### src/rtl/mem_access_stage.sv
// rtl/mem_access_stage.sv - EX/MEM latch, data-memory access FSM, branch resolution, MEM/WB register
module mem_access_stage #(
  parameter int TIMEOUT = 16
) (
  input  logic        clk,
  input  logic        rst_n,
  input  logic [31:0] EX_ALU_result,
  input  logic [31:0] EX_rs2_data,
  input  logic [31:0] EX_pc,
  input  logic        EX_zero,
  input  logic        EX_branch,
  input  logic        EX_memread,
  input  logic        EX_memtoreg,
  input  logic        EX_memwrite,
  input  logic        EX_regwrite,
  input  logic        EX_unconditional_jmp,
  input  logic [4:0]  EX_rd,
  output logic        dmem_req,
  output logic        dmem_we,
  output logic [31:0] dmem_addr,
  output logic [31:0] dmem_wdata,
  input  logic [31:0] dmem_rdata,
  input  logic        dmem_ready,
  output logic [4:0]  EX_MEM_rd,
  output logic        EX_MEM_regwrite,
  output logic        EX_MEM_memread,
  output logic        EX_MEM_memtoreg,
  output logic [31:0] EX_MEM_ALU_result,
  output logic        MEM_stall,
  output logic        MEM_flush,
  output logic [4:0]  MEM_WB_rd,
  output logic [31:0] MEM_WB_result,
  output logic        MEM_WB_regwrite,
  output logic        MEM_misaligned,
  output logic        MEM_bus_error
);

  localparam int CW = (TIMEOUT < 2) ? 1 : $clog2(TIMEOUT + 1);

  typedef enum logic {IDLE, WAIT} state_t;

  state_t        state_q, state_d;
  logic [CW-1:0] cnt_q, cnt_d;

  logic [31:0] ex_mem_rs2;
  logic [31:0] ex_mem_pc;
  logic        ex_mem_zero;
  logic        ex_mem_branch;
  logic        ex_mem_memwrite;
  logic        ex_mem_ujmp;

  logic        mem_op;
  logic        misaligned;
  logic        aligned_op;
  logic        timeout;
  logic        fault;
  logic [31:0] wb_result;

  assign mem_op     = EX_MEM_memread | ex_mem_memwrite;
  assign misaligned = mem_op & (EX_MEM_ALU_result[1:0] != 2'b00);
  assign aligned_op = mem_op & ~misaligned;
  assign fault      = misaligned | timeout;

  // Driven purely from the latch so an asynchronous reset drops the request at once.
  assign dmem_req   = aligned_op;
  assign dmem_we    = aligned_op & ex_mem_memwrite;
  assign dmem_addr  = EX_MEM_ALU_result;
  assign dmem_wdata = ex_mem_rs2;

  assign MEM_stall  = aligned_op & ~dmem_ready & ~timeout;
  assign MEM_flush  = (ex_mem_branch & ex_mem_zero) | ex_mem_ujmp;

  always_comb begin
    wb_result = EX_MEM_ALU_result;
    if (ex_mem_ujmp)
      wb_result = ex_mem_pc + 32'd4;
    else if (EX_MEM_memtoreg)
      wb_result = dmem_rdata;
  end

  always_comb begin
    state_d = state_q;
    cnt_d   = cnt_q;
    timeout = 1'b0;
    case (state_q)
      IDLE: begin
        if (aligned_op && !dmem_ready) begin
          state_d = WAIT;
          cnt_d   = CW'(1);
        end
      end
      WAIT: begin
        if (dmem_ready) begin
          state_d = IDLE;
          cnt_d   = '0;
        end else if (cnt_q == CW'(TIMEOUT)) begin
          timeout = 1'b1;
          state_d = IDLE;
          cnt_d   = '0;
        end else begin
          cnt_d = cnt_q + CW'(1);
        end
      end
      default: begin
        state_d = IDLE;
        cnt_d   = '0;
      end
    endcase
  end

  always_ff @(posedge clk or negedge rst_n) begin
    if (!rst_n) begin
      state_q <= IDLE;
      cnt_q   <= '0;
    end else begin
      state_q <= state_d;
      cnt_q   <= cnt_d;
    end
  end

  // Flush outranks the stall hold so a redirect always squashes the younger op.
  always_ff @(posedge clk or negedge rst_n) begin
    if (!rst_n) begin
      EX_MEM_ALU_result <= '0;
      ex_mem_rs2        <= '0;
      ex_mem_pc         <= '0;
      ex_mem_zero       <= 1'b0;
      ex_mem_branch     <= 1'b0;
      EX_MEM_memread    <= 1'b0;
      EX_MEM_memtoreg   <= 1'b0;
      ex_mem_memwrite   <= 1'b0;
      EX_MEM_regwrite   <= 1'b0;
      ex_mem_ujmp       <= 1'b0;
      EX_MEM_rd         <= '0;
    end else if (MEM_flush) begin
      EX_MEM_ALU_result <= '0;
      ex_mem_rs2        <= '0;
      ex_mem_pc         <= '0;
      ex_mem_zero       <= 1'b0;
      ex_mem_branch     <= 1'b0;
      EX_MEM_memread    <= 1'b0;
      EX_MEM_memtoreg   <= 1'b0;
      ex_mem_memwrite   <= 1'b0;
      EX_MEM_regwrite   <= 1'b0;
      ex_mem_ujmp       <= 1'b0;
      EX_MEM_rd         <= '0;
    end else if (!MEM_stall) begin
      EX_MEM_ALU_result <= EX_ALU_result;
      ex_mem_rs2        <= EX_rs2_data;
      ex_mem_pc         <= EX_pc;
      ex_mem_zero       <= EX_zero;
      ex_mem_branch     <= EX_branch;
      EX_MEM_memread    <= EX_memread;
      EX_MEM_memtoreg   <= EX_memtoreg;
      ex_mem_memwrite   <= EX_memwrite;
      EX_MEM_regwrite   <= EX_regwrite;
      ex_mem_ujmp       <= EX_unconditional_jmp;
      EX_MEM_rd         <= EX_rd;
    end
  end

  always_ff @(posedge clk or negedge rst_n) begin
    if (!rst_n) begin
      MEM_WB_rd       <= '0;
      MEM_WB_result   <= '0;
      MEM_WB_regwrite <= 1'b0;
    end else if (MEM_stall || fault) begin
      MEM_WB_rd       <= '0;
      MEM_WB_result   <= '0;
      MEM_WB_regwrite <= 1'b0;
    end else begin
      MEM_WB_rd       <= EX_MEM_rd;
      MEM_WB_result   <= wb_result;
      MEM_WB_regwrite <= EX_MEM_regwrite & (EX_MEM_rd != 5'd0);
    end
  end

  always_ff @(posedge clk or negedge rst_n) begin
    if (!rst_n) begin
      MEM_misaligned <= 1'b0;
      MEM_bus_error  <= 1'b0;
    end else begin
      if (misaligned) MEM_misaligned <= 1'b1;
      if (timeout)    MEM_bus_error  <= 1'b1;
    end
  end

endmodule
### config.mk
export PLATFORM = sky130hd
export DESIGN_NAME = mem_access_stage
export DESIGN_NICKNAME = d
export VERILOG_FILES = /design/src/rtl/mem_access_stage.sv
export SDC_FILE = /design/constraint.sdc
export NUM_CORES = 1
export LEC_CHECK = 0
export CAP_MARGIN = 10
export CELL_PAD_IN_SITES_DETAIL_PLACEMENT = 1
export CELL_PAD_IN_SITES_GLOBAL_PLACEMENT = 1
export CORE_UTILIZATION = 32
export CTS_CLUSTER_SIZE = 30
export DETAILED_ROUTE_END_ITERATION = 8
export PLACE_DENSITY = 0.83
export SLEW_MARGIN = 20
export SYNTH_ARGS = -nofsm -noshare
export SYNTH_HDL_FRONTEND = slang
export SYNTH_SLANG_ARGS = --single-unit
### constraint.sdc
create_clock -name clk -period 2.9 [get_ports clk]
set_input_delay 0.58 -clock clk [delete_from_list [all_inputs] [get_ports clk]]
set_output_delay 0.58 -clock clk [all_outputs]
set_load 0.05 [all_outputs]
Yosys cells after proc, flatten, opt, wreduce, memory -nomap -nowiden
Index checks and enable logic that the tools add are counted.

operators by class
  multiplexer cells = 38
  bitwise operators = 14
  add/subtract/negate cells = 2
  reductions and logical operators = 5
  equal/unequal tests = 3

operator list
  operator                                                number
  2-to-1 mux 32 bit                                       9
  adder 32 x 3 -> 32 bit (second input constant)          1
  2-to-1 mux 5 bit                                        6
  2-to-1 mux 1 bit                                        21
  case mux 5 bit (2 select lines)                         1
  bitwise AND 1 bit                                       7
  adder 5 x 1 -> 5 bit (second input constant)            1
  equality test 5 bit (second input constant)             1
  nonzero test 5 bit                                      1
  NOT 1 bit                                               4
  bitwise OR 1 bit                                        3
  inequality test 2 x 1 -> 1 bit (second input constant)  1
  inequality test 2 bit (second input constant)           1
  case mux 1 bit (2 select lines)                         1
  nonzero test 2 bit                                      1
  logical AND 1 bit                                       1
  logical NOT 1 bit                                       1
  logical OR 1 bit                                        1

word-level totals
  register bits after elaboration = 154
  output and inout bits = 148

Longest topological paths before layout
  depth in word-level cells = 8
  mapped depth = 9
  gate-level depth less buffers = 6

Least setup slack after synthesis
OpenSTA, ideal clock, no wires.

  kind = reg2out
  from = reg EX_MEM_memread
  to = out MEM_stall
  stages on the path, launching flop included = 5
  setup slack = 0.270 ns
  arrival time = 2.050 ns
  cell sequence = dfrtp_1 nor2_1 nor4_2 inv_1 a21oi_1

on the way
  cells in the longest elaborated chain, start to end = 6

RTL lines
  element                            RTL line  source
  start: declaration                 26        output logic EX_MEM_memread,
  start signal: assignment           153       EX_MEM_memread <= EX_memread;
  bitwise OR 1 bit *                 59        assign mem_op = EX_MEM_memread | ex_mem_memwrite;
  bitwise AND 1 bit                  60        assign misaligned = mem_op & (EX_MEM_ALU_result[1:0] != 2'b00);
  NOT 1 bit                          61        assign aligned_op = mem_op & ~misaligned;
  bitwise AND 1 bit *                61
  bitwise AND 1 bit * (2 in series)  70        assign MEM_stall = aligned_op & ~dmem_ready & ~timeout;
  end: declaration                   29        output logic MEM_stall,

Every way passes the cells marked *; elsewhere a longest branch is shown, timed or not.

Worst setup path after layout
  from = reg EX_MEM_memread
  to = out dmem_req

on the way
  cells in the longest elaborated chain, start to end = 4

RTL lines
  element              RTL line  source
  bitwise OR 1 bit *   59
  bitwise AND 1 bit    60
  NOT 1 bit            61
  bitwise AND 1 bit *  61
  end: declaration     18        output logic dmem_req,

Marked as above.

==> impl_metrics.xml <==
<?xml version="1.0" encoding="UTF-8"?>
<metrics>
  <group name="cts">
    <metric name="tritoncts" unit="">built</metric>
    <metric name="cts_htree_levels" unit="">4</metric>
    <metric name="numCtsBuffers" unit="">17</metric>
    <metric name="cts.repair_timing.setup_buffer_count" unit="">0</metric>
    <metric name="clkTransAtPathRegs" unit="ns">0.06</metric>
    <metric name="ctsLongestPathBuffers" unit="">2</metric>
    <metric name="postCtsHoldBufs" unit="">0</metric>
    <metric name="clock_root_buffer" unit="">clkbuf_16</metric>
    <metric name="numClockSinks" unit="">154</metric>
    <metric name="cts.repair.resized" unit="">0</metric>
    <metric name="clkLatencyLatePin" unit="ns">0.43</metric>
  </group>
  <group name="timing">
    <metric name="grt_setup_unrepaired" unit="">no</metric>
    <metric name="layout_min_cycle_time" unit="ns">2.601</metric>
    <metric name="min_period_over_period" unit="">0.8967</metric>
    <metric name="final_critical_path_setup_slack" unit="ns">0.2994</metric>
    <metric name="relSlewSlack" unit="">0.5090</metric>
    <metric name="maxClockFrequency" unit="MHz">384.5</metric>
    <metric name="fin_skew" unit="ns">0.01170</metric>
    <metric name="final_report_max_slew_violation_count" unit="">0</metric>
    <metric name="finalSetupTns" unit="ns">0</metric>
    <metric name="setup_viol_count_final" unit="">0</metric>
    <metric name="timing_worst_slew_pin_value" unit="ns">0.7365</metric>
    <metric name="timing.hold.ws" unit="ns">0.1662</metric>
    <metric name="timing_hold_violations_final" unit="">0</metric>
  </group>
  <group name="floorplanning">
    <metric name="rows" unit="">53</metric>
    <metric name="die_outline_area" unit="um^2">21980</metric>
    <metric name="chipWidth" unit="um">148.3</metric>
    <metric name="ios" unit="">291</metric>
    <metric name="design.core.area" unit="um^2">21020</metric>
    <metric name="die_height" unit="um">148.3</metric>
    <metric name="starting_density_of_the_core" unit="">0.3256</metric>
  </group>
  <group name="grt">
    <metric name="first_global_vias" unit="">6193</metric>
    <metric name="grt_antenna_before_repair" unit="">0</metric>
    <metric name="overflow" unit="">0</metric>
    <metric name="grt_pass1_wl" unit="mm">36.39</metric>
    <metric name="grt_use_total" unit="">0.2190</metric>
    <metric name="pin_count_of_the_biggest_net_entering_global_routing" unit="">75</metric>
  </group>
  <group name="finish">
    <metric name="final_cell_count_no_fill" unit="">1117</metric>
    <metric name="final_common_cell" unit="">clkdlybuf4s50_1</metric>
    <metric name="num-nets-final" unit="">976</metric>
    <metric name="final_layout_size_suffix_gt1_frac" unit="">0.08907</metric>
    <metric name="fillers" unit="">2216</metric>
    <metric name="insertedDiodeCount" unit="">0</metric>
    <metric name="areaGrowthSynthToFinish" unit="%">53.08</metric>
    <metric name="mostFrequentLayoutCells" unit="">clkdlybuf4s50_1 (288), dfrtp_1 (152), a22o_1 (105)</metric>
  </group>
  <group name="place">
    <metric name="place.port_buffers" unit="">290</metric>
    <metric name="routability_congestion_estimate_from_global_placement" unit="">0.8256</metric>
    <metric name="place_inst" unit="">1086</metric>
    <metric name="pre_cts_slack" unit="ns">0.2822</metric>
    <metric name="place_hpwl" unit="mm">16.88</metric>
  </group>
  <group name="pwr">
    <metric name="power_per_cell_area" unit="nW/um^2">1156</metric>
    <metric name="power.share.clock" unit="">0.182</metric>
    <metric name="combinational_group_share_of_total_power" unit="">0.526</metric>
    <metric name="cellLeakagePower" unit="nW">4.266</metric>
    <metric name="fin_total_pwr" unit="mW">12.11</metric>
    <metric name="switchingPower" unit="mW">5.690</metric>
    <metric name="netSwitchingFraction" unit="">0.4697</metric>
    <metric name="p_seq_frac" unit="">0.293</metric>
    <metric name="power_internal" unit="mW">6.423</metric>
    <metric name="worst_ir_drop_vdd" unit="V">0.0006392</metric>
  </group>
  <group name="synthesis">
    <metric name="ys_async_sr_fraction" unit="">1.000</metric>
    <metric name="syn_area" unit="um^2">6845</metric>
    <metric name="synth_seq_cells" unit="">154</metric>
    <metric name="seq_area_frac_synth" unit="">0.5630</metric>
    <metric name="synth_enable_flop_cells" unit="">0</metric>
    <metric name="mappedNetlistNets" unit="">728</metric>
    <metric name="post_synth.cell_area_avg" unit="um^2">11.76</metric>
    <metric name="synth.distinct_cells" unit="">45</metric>
    <metric name="syn_inst" unit="">582</metric>
    <metric name="ys_dominant_reg_cell" unit="">dfrtp_1</metric>
    <metric name="ys.warnings.count" unit="">0</metric>
  </group>
  <group name="route">
    <metric name="total_routed_wirelength" unit="mm">23.42</metric>
    <metric name="via_per_inst" unit="">5.218</metric>
    <metric name="detailroute.via_count" unit="">5829</metric>
    <metric name="post_drt_wl_per_cell" unit="um">20.96</metric>
    <metric name="drt_iter0_drc" unit="">289</metric>
    <metric name="route.detailed.drc" unit="">0</metric>
    <metric name="antenna_violating_nets_post_route" unit="">0</metric>
    <metric name="drt_pre_antenna_iters" unit="">5</metric>
  </group>
  <group name="setup_path">
    <metric name="r2r_slack" unit="ns">0.43</metric>
    <metric name="crit_required" unit="ns">2.32</metric>
    <metric name="critPathLaunchType" unit="">register</metric>
    <metric name="worst_path_class_setup" unit="">reg -&gt; out</metric>
    <metric name="rr_startpoint" unit="">ex_mem_pc[2]</metric>
    <metric name="r2r_end" unit="">MEM_WB_result[28]</metric>
    <metric name="cp_slowest_stage_delay" unit="ns">0.73</metric>
    <metric name="r2r.worst_path.cells" unit="">5</metric>
    <metric name="crit_buf_inv" unit="">1</metric>
    <metric name="crit_path_max_fanout" unit="">5</metric>
    <metric name="arrival" unit="ns">2.02</metric>
    <metric name="worst_setup_path_end_kind" unit="">primary output</metric>
    <metric name="critPathTopFamily" unit="">buffers and inverters</metric>
    <metric name="critical_path.cell_chain" unit="">nor2_1 -&gt; nor3_1 -&gt; clkdlybuf4s50_1</metric>
    <metric name="crit_slowest_cell" unit="">clkdlybuf4s50_1</metric>
  </group>
  <group name="run_status">
    <metric name="outcome" unit="">finished, final reports clean</metric>
  </group>
  <group name="job">
    <metric name="max_cap_violations" unit="">0</metric>
  </group>
  <group name="min_path">
    <metric name="hold_class" unit="">in -&gt; async</metric>
  </group>
</metrics>
-- logic make-up after synthesis --
logic type,share of synthesized area
compound gates,0.2142
mux,0.03711
simple gates,0.09614
flops,0.5630
buf+inv,0.06489
xor+xnor,0.01919
fa+ha+maj,0.005484
-- routing by layer --
metal / wire (um) / track usage / vias up
met3: 1547 / 0.05644 / 35
met1: 9950 / 0.2763 / 2913
met5: 0 / 0 / -
met2: 11400 / 0.3646 / 227
li1: - / - / 2654
met4: 522 / 0.07216 / 0
-- through the flow --
stage          utilization  instance area (um^2)
2_1_floorplan            -                  6845
3_3_place_gp        0.4708                  9897
3_5_place_dp        0.4708                  9897
4_1_cts             0.4985                 10480
5_1_grt             0.4985                 10480
6_report            0.4985                 10480
-- how the worst max path moves through the flow --
stage	end	depth (start not counted)	startpoint
after floorplan	MEM_stall	4	EX_MEM_memread
after global placement	dmem_wdata[3]	6	dmem_ready
after detailed placement	EX_MEM_ALU_result[24]	6	dmem_ready
after CTS	dmem_req	3	EX_MEM_memread
after global routing	dmem_we	3	EX_MEM_ALU_result[0]
final	dmem_req	3	EX_MEM_memread
-- state kept, by name, indices dropped and copies added, names as in the netlist, 5 cells and up --
signal / flops
EX_MEM_rd: 5
MEM_WB_result: 32
ex_mem_pc: 32
EX_MEM_ALU_result: 32
cnt_q: 5
MEM_WB_rd: 5
dmem_wdata: 32
-- area by class of cell --
class,count,area [um^2],area share
sequential,154,3856,0.3680
timing repair buffer,304,3094,0.2953
tap,275,344.1,0.03284
inverter,9,33.78,0.003224
multi-input combinational,344,2569,0.2451
clock buffer,22,494.2,0.04716
clock inverter,9,87.58,0.008358
-- cells in the mapped netlist (2+ instances only) --
library cell	count	area, um^2
a211oi_1	17	127.6
a21oi_1	11	55.05
a22o_1	105	919.6
a31oi_1	12	75.07
and2_1	11	68.82
and3_1	2	12.51
and4_1	3	26.28
buf_1	7	26.28
buf_2	7	35.03
buf_4	32	240.2
clkbuf_1	29	108.9
dfrtp_1	154	3854
ha_1	3	37.54
inv_1	9	33.78
mux2_2	19	214.0
mux2i_1	4	40.04
nand2_1	11	41.29
nand2b_1	3	18.77
nand3_1	15	75.07
nand4_1	8	50.05
nor2_1	14	52.55
nor2b_1	10	62.56
nor3_1	5	25.02
nor3b_1	2	15.01
nor4_1	6	37.54
o21ai_0	26	130.1
o22ai_1	2	12.51
o2bb2ai_1	2	17.52
o31ai_1	9	67.56
or3_1	4	25.02
or4_1	13	97.59
xnor2_1	8	70.07
xor2_1	7	61.31
-- power by group through the flow --
stage | clock (mW) | sequential, mW | combinational (mW)
detailed placement | 0 | 3.56 | 6.39
floorplan | 0 | 5.37 | 2.26
finish | 2.20 | 3.55 | 6.37
global placement | 0 | 3.54 | 6.29
CTS | 2.26 | 3.55 | 6.43
global route | 2.35 | 3.65 | 6.67
(Power assumes the default switching activity.)
